$ cat src/rtl/seg7_pkg.sv
// seg7_pkg: shared widths, special display codes and the hex glyph table
// for the seven-segment scan driver (segment order seg[6]=A .. seg[0]=G).
`default_nettype none

package seg7_pkg;

  localparam int CODE_W     = 5;
  localparam int SEG_W      = 7;
  localparam int CODE_BLANK = 16;
  localparam int CODE_DASH  = 17;

  typedef logic [CODE_W-1:0] code_t;
  typedef logic [SEG_W-1:0]  seg_t;

  localparam seg_t SEG_OFF  = 7'b0000000;
  localparam seg_t SEG_DASH = 7'b0000001;

  localparam seg_t GLYPH_TABLE [16] = '{
    7'b1111110, 7'b0110000, 7'b1101101, 7'b1111001,
    7'b0110011, 7'b1011011, 7'b1011111, 7'b1110000,
    7'b1111111, 7'b1111011, 7'b1110111, 7'b0011111,
    7'b1001110, 7'b0111101, 7'b1001111, 7'b1000111
  };

endpackage

`default_nettype wire

$ cat src/rtl/seg7_decode.sv
// seg7_decode: combinational 5-bit display code to active-high segment pattern.
`default_nettype none

module seg7_decode
  import seg7_pkg::*;
(
  input  logic [CODE_W-1:0] code_i,
  output logic [SEG_W-1:0]  seg_o
);

  always_comb begin
    seg_o = SEG_OFF;
    if (!code_i[CODE_W-1]) begin
      seg_o = GLYPH_TABLE[code_i[3:0]];
    end else if (code_i == code_t'(CODE_DASH)) begin
      seg_o = SEG_DASH;
    end
  end

endmodule

`default_nettype wire

$ cat src/rtl/seg7_scan_driver.sv
// seg7_scan_driver: multiplexed N-digit 7-seg scanner with tear-free staged loads.
// Optional blink support compiled in with macro SEG7_SCAN_BLINK_EN.
`default_nettype none

module seg7_scan_driver
  import seg7_pkg::*;
#(
  parameter int N_DIGITS = 4,
  parameter int DIV      = 50000
`ifdef SEG7_SCAN_BLINK_EN
  , parameter int BLINK_FRAMES = 64
`endif
) (
  input  logic                       clk,
  input  logic                       rst_n,
  input  logic [CODE_W*N_DIGITS-1:0] codes,
  input  logic                       load_valid,
  output logic                       load_ready,
  input  logic                       enable,
`ifdef SEG7_SCAN_BLINK_EN
  input  logic [N_DIGITS-1:0]        blink_mask,
`endif
  output logic [N_DIGITS-1:0]        an,
  output logic [SEG_W-1:0]           seg,
  output logic                       frame_start
);

  localparam int CNT_W = (DIV > 1) ? $clog2(DIV) : 1;
  localparam int IDX_W = (N_DIGITS > 1) ? $clog2(N_DIGITS) : 1;
  localparam int BUS_W = CODE_W * N_DIGITS;
  localparam logic [BUS_W-1:0] BLANK_ALL = {N_DIGITS{code_t'(CODE_BLANK)}};

  logic [CNT_W-1:0]    cnt_q, cnt_d;
  logic [IDX_W-1:0]    idx_q, idx_d;
  logic                pending_q, pending_d;
  logic                ready_q, ready_d;
  logic [BUS_W-1:0]    stage_q, stage_d;
  logic [BUS_W-1:0]    disp_q, disp_d;
  logic [N_DIGITS-1:0] an_q, an_d;
  logic [SEG_W-1:0]    seg_q, seg_d;
  logic                fs_q, fs_d;

  logic                tick, wrap, accept;
  logic [N_DIGITS-1:0] an_sel;
  logic [CODE_W-1:0]   cur_code;
  logic [SEG_W-1:0]    cur_seg;
  logic                lit;

  seg7_decode u_decode (
    .code_i (cur_code),
    .seg_o  (cur_seg)
  );

`ifdef SEG7_SCAN_BLINK_EN
  localparam int FC_W = (BLINK_FRAMES > 1) ? $clog2(BLINK_FRAMES) : 1;
  logic [FC_W-1:0] fcnt_q, fcnt_d;
  logic            phase_off_q, phase_off_d;

  always_comb begin
    fcnt_d      = fcnt_q;
    phase_off_d = phase_off_q;
    if (wrap) begin
      if (fcnt_q == FC_W'(BLINK_FRAMES - 1)) begin
        fcnt_d      = '0;
        phase_off_d = !phase_off_q;
      end else begin
        fcnt_d = fcnt_q + FC_W'(1);
      end
    end
    lit = enable && !(phase_off_q && |(an_sel & blink_mask));
  end

  always_ff @(posedge clk) begin
    if (!rst_n) begin
      fcnt_q      <= '0;
      phase_off_q <= 1'b0;
    end else begin
      fcnt_q      <= fcnt_d;
      phase_off_q <= phase_off_d;
    end
  end
`else
  assign lit = enable;
`endif

  always_comb begin
    tick   = (cnt_q == CNT_W'(DIV - 1));
    wrap   = tick && (idx_q == IDX_W'(N_DIGITS - 1));
    accept = load_valid && ready_q;

    cnt_d = tick ? '0 : cnt_q + CNT_W'(1);
    idx_d = idx_q;
    if (tick) begin
      idx_d = wrap ? '0 : idx_q + IDX_W'(1);
    end

    // Display only ever changes on the frame wrap, so a frame never mixes old and new codes.
    disp_d    = disp_q;
    stage_d   = stage_q;
    pending_d = pending_q;
    if (wrap && pending_q) begin
      disp_d    = stage_q;
      pending_d = 1'b0;
    end
    if (accept) begin
      stage_d   = codes;
      pending_d = 1'b1;
    end
    ready_d = !pending_d;

    cur_code = disp_q[CODE_W-1:0];
    for (int i = 0; i < N_DIGITS; i++) begin
      an_sel[i] = (idx_q == IDX_W'(i));
      if (an_sel[i]) begin
        cur_code = disp_q[CODE_W*i +: CODE_W];
      end
    end

    an_d  = enable ? ~an_sel : '1;
    seg_d = lit ? cur_seg : SEG_OFF;
    fs_d  = wrap;
  end

  always_ff @(posedge clk) begin
    if (!rst_n) begin
      cnt_q     <= '0;
      idx_q     <= '0;
      pending_q <= 1'b0;
      ready_q   <= 1'b0;
      stage_q   <= BLANK_ALL;
      disp_q    <= BLANK_ALL;
      an_q      <= '1;
      seg_q     <= SEG_OFF;
      fs_q      <= 1'b0;
    end else begin
      cnt_q     <= cnt_d;
      idx_q     <= idx_d;
      pending_q <= pending_d;
      ready_q   <= ready_d;
      stage_q   <= stage_d;
      disp_q    <= disp_d;
      an_q      <= an_d;
      seg_q     <= seg_d;
      fs_q      <= fs_d;
    end
  end

  assign an          = an_q;
  assign seg         = seg_q;
  assign frame_start = fs_q;
  assign load_ready  = ready_q;

endmodule

`default_nettype wire
$ cat config.mk
export PLATFORM = sky130hd
export DESIGN_NAME = seg7_scan_driver
export DESIGN_NICKNAME = d
export VERILOG_FILES = /design/src/rtl/seg7_pkg.sv /design/src/rtl/seg7_decode.sv /design/src/rtl/seg7_scan_driver.sv
export SDC_FILE = /design/constraint.sdc
export NUM_CORES = 1
export LEC_CHECK = 0
export CORE_MARGIN = 2
export CORE_UTILIZATION = 59
export DETAILED_ROUTE_END_ITERATION = 12
export PLACE_DENSITY = 0.88
export SYNTH_ARGS = -nofsm -noshare
export SYNTH_HDL_FRONTEND = slang
export SYNTH_SLANG_ARGS = --single-unit
$ cat constraint.sdc
create_clock -name clk -period 4.7 [get_ports clk]
set_clock_uncertainty 0.05 [all_clocks]
set_input_delay 0.94 -clock clk [delete_from_list [all_inputs] [get_ports clk]]
set_output_delay 0.94 -clock clk [all_outputs]
set_load 0.02 [all_outputs]
==> impl_metrics.json <==
{
  "status": "complete, no violations",
  "async_reset_ff_share_pct": 0,
  "worstSetupPathType": "flop to flop",
  "start_util_pct": 61.3,
  "synth_seq_cells": 72,
  "layout_commonest_cell": "nand2_1",
  "mostFrequentLayoutCells": "nand2_1 (94), dfxtp_1 (72), a21oi_1 (39)",
  "drt-initial-drc-count": 142,
  "wl_per_cell_um": 12.4,
  "hold_violations": 0,
  "postRouteWirelength_um": 5860,
  "cts_buffer_depth": 2,
  "p_leak_uw": 0.00136,
  "antennaDiodeCount": 0,
  "crit_path_end_kind": "flop",
  "synth_top_area_share_pct": 45.8,
  "grt_pass1_wl_um": 10400,
  "die_h_um": 77.1,
  "finalCritPeriodShare_pct": 59.9,
  "htree_levels": 3,
  "cp_cell_sequence": "ha_1, mux2_2, o221ai_1, inv_1, ha_1, nor2_2, a311o_1, a21oi_1",
  "path_buf_inv": 1,
  "grt_max_degree": 37,
  "row_count": 26,
  "fin_crit_ns": 2.82,
  "syn_avg_cell_area_um2": 8.51,
  "place_hpwl_um": 4110,
  "layout.nets": 435,
  "die_w_um": 77.1,
  "cts_sinks": 72,
  "setup-tns-final_ns": 0,
  "cp_common_cell": "ha_1",
  "critPathArrivalTime_ns": 3.03,
  "core-area_um2": 5140,
  "clkPwrFrac_pct": 39.4,
  "antenna_found_initial": 0,
  "cap_violations": 0,
  "syn_nets": 405,
  "cp_slowest_cell": "o221ai_1",
  "critPathLaunchType": "flop",
  "n_fill_cell": 426,
  "final_antenna_net_count": 0,
  "synth_enable_flop_cells": 0,
  "worst_slew_pin_slew_ns": 0.891,
  "yosys_warnings": 0,
  "holdCritPathClass": "flop to flop",
  "cts_made_buffers": 9,
  "grt_setup_unrepaired": "false",
  "worst_path_largest_cell_delay_ns": 0.45,
  "crit_fanout": 6,
  "yosysUniqueCellTypes": 50,
  "synth_ff_type": "dfxtp_1",
  "seqPwrFrac_pct": 55.6,
  "area_delta_synth_final_pct": 16.7,
  "slew_headroom_pct": 40.2,
  "clk_pin_slew_ns": 0.07,
  "swShare_pct": 21.6,
  "switchingPower_uw": 244,
  "syn_inst": 370,
  "yosysSeqAreaShare_pct": 45.8,
  "vdd_drop_max_uv": 269,
  "reg2reg_setup_slack_ns": 1.88,
  "portBuffers": 36,
  "whs_ns": 0.397,
  "grt_use_total_pct": 21.7,
  "post_cts_buffers": 0,
  "comb_power_share_pct": 5.0,
  "drive_gt1_share_pct": 6.70,
  "yosysTopAreaCell": "dfxtp_1",
  "clockRootBuffer": "clkbuf_8",
  "postPlaceCellArea_um2": 3500,
  "final_area_um2": 3680,
  "first_global_vias": 2362,
  "gp_congestion": 0.797,
  "route.detailed.drc": 0,
  "firstDrtPassIters": 4,
  "yosys-top-cells-area": "dfxtp_1 (46%), nand2_1 (11%), a21oi_1 (6.2%)",
  "max_freq_mhz": 355,
  "cts_resized": 0,
  "cp.required_ns": 4.92,
  "path_delay_family": "compound AO/OA/AOI/OAI gates",
  "grt_overflow": 0,
  "finalMaxSlewViolations": 0,
  "p_int_uw": 889,
  "cts_tree": "done",
  "holdBufCountCts": 0,
  "netlist_area_um2": 3150,
  "p_per_area_nw_per_um2": 308,
  "clock_latency_ns": 0.34,
  "dieArea_um2": 5940,
  "report.final.setup_viol": 0,
  "pin_count": 37,
  "vias": 2528,
  "via_per_inst": 5.34
}
-- worst register-to-register path, stage by stage (launching register included) --
cell and delay, ns:
dfxtp_1 0.42, ha_1 0.42, mux2_2 0.41, o221ai_1 0.45, inv_1 0.17, ha_1 0.33, nor2_2 0.04, a311o_1 0.34
a21oi_1 0.12
-- routing by layer --
layer / vias up / track usage (%) / share of wire [%]
met5: - / 0 / 0
met3: 8 / 6.00 / 4.2
met2: 59 / 35.8 / 47
li1: 1294 / - / -
met1: 1167 / 26.7 / 47
met4: 0 / 8.75 / 1.6
-- final cells by class --
| cell class | count | area, µm² | area share [%] |
|---|---|---|---|
| Timing Repair Buffer | 37 | 368 | 10.0 |
| Multi-Input combinational cell | 266 | 1550 | 42.2 |
| Tap cell | 70 | 87.6 | 2.38 |
| Clock buffer | 10 | 128 | 3.47 |
| Clock inverter | 4 | 47.5 | 1.29 |
| Sequential cell | 72 | 1440 | 39.2 |
| Inverter | 14 | 52.6 | 1.43 |
-- cell families after synthesis --
kind of cell | after synthesis | share of synthesized area (%)
buf+inv | 32 | 4.96
flops | 72 | 45.8
xor+xnor | 12 | 3.34
fa+ha+maj | 11 | 4.37
mux | 8 | 2.90
simple gates | 171 | 25.8
compound gates | 64 | 12.9
-- cell usage after synthesis, types with 2 or more instances --
library cell,count
nand2_1,94
dfxtp_1,72
a21oi_1,39
nor2_1,27
nand3_1,15
inv_1,13
ha_1,11
clkbuf_1,7
xor2_1,7
buf_2,5
mux2i_1,5
nand2b_1,5
xnor2_1,5
a211oi_1,4
o211ai_1,4
o21ai_0,4
a221o_1,3
and2_1,3
nand4_1,3
nor3_1,3
nor3b_1,3
or2_1,3
and4bb_2,2
buf_1,2
buf_6,2
mux2_4,2
o21bai_1,2
o22ai_1,2
or3_1,2
-- path summary, 6_finish.rpt --
check / start / to / cells after the start
worst min-delay path: cnt_q[0] / cnt_q[0] / 1
worst max-delay path: idx_q[0] / seg[3] / 8
worst max register to register: idx_q[0] / seg[3] / 8
worst min register to register: cnt_q[0] / cnt_q[0] / 1
-- flip-flops by register name (all words and copies together) (netlist names) --
register / cells
idx_q: 2
an: 4
cnt_q: 16
frame_start: 1
pending_q: 1
stage_q: 20
disp_q: 20
seg: 7
load_ready: 1
-- power groups by stage --
stage | Combinational (µW) | Sequential (µW) | Clock (µW)
2_1_floorplan | 28.3 | 644 | 0
3_3_place_gp | 54.7 | 643 | 0
3_5_place_dp | 55.9 | 644 | 0
4_1_cts | 56.5 | 630 | 456
5_1_grt | 62.8 | 631 | 484
6_report | 56.2 | 630 | 447
-- per-stage QoR --
step | std cells | util (%) | total power (µW) | setup WS, ns
2_1_floorplan | 370 | - | 672 | 2.29
4_1_cts | 473 | 71.5 | 1140 | 1.86
5_1_grt | 473 | 71.5 | 1180 | 1.68
6_report | 473 | 71.5 | 1130 | 1.88
3_5_place_dp | 459 | 68.1 | 700 | 1.65
3_3_place_gp | 459 | 68.1 | 698 | 1.70
Power figures use the tool's default switching activity.
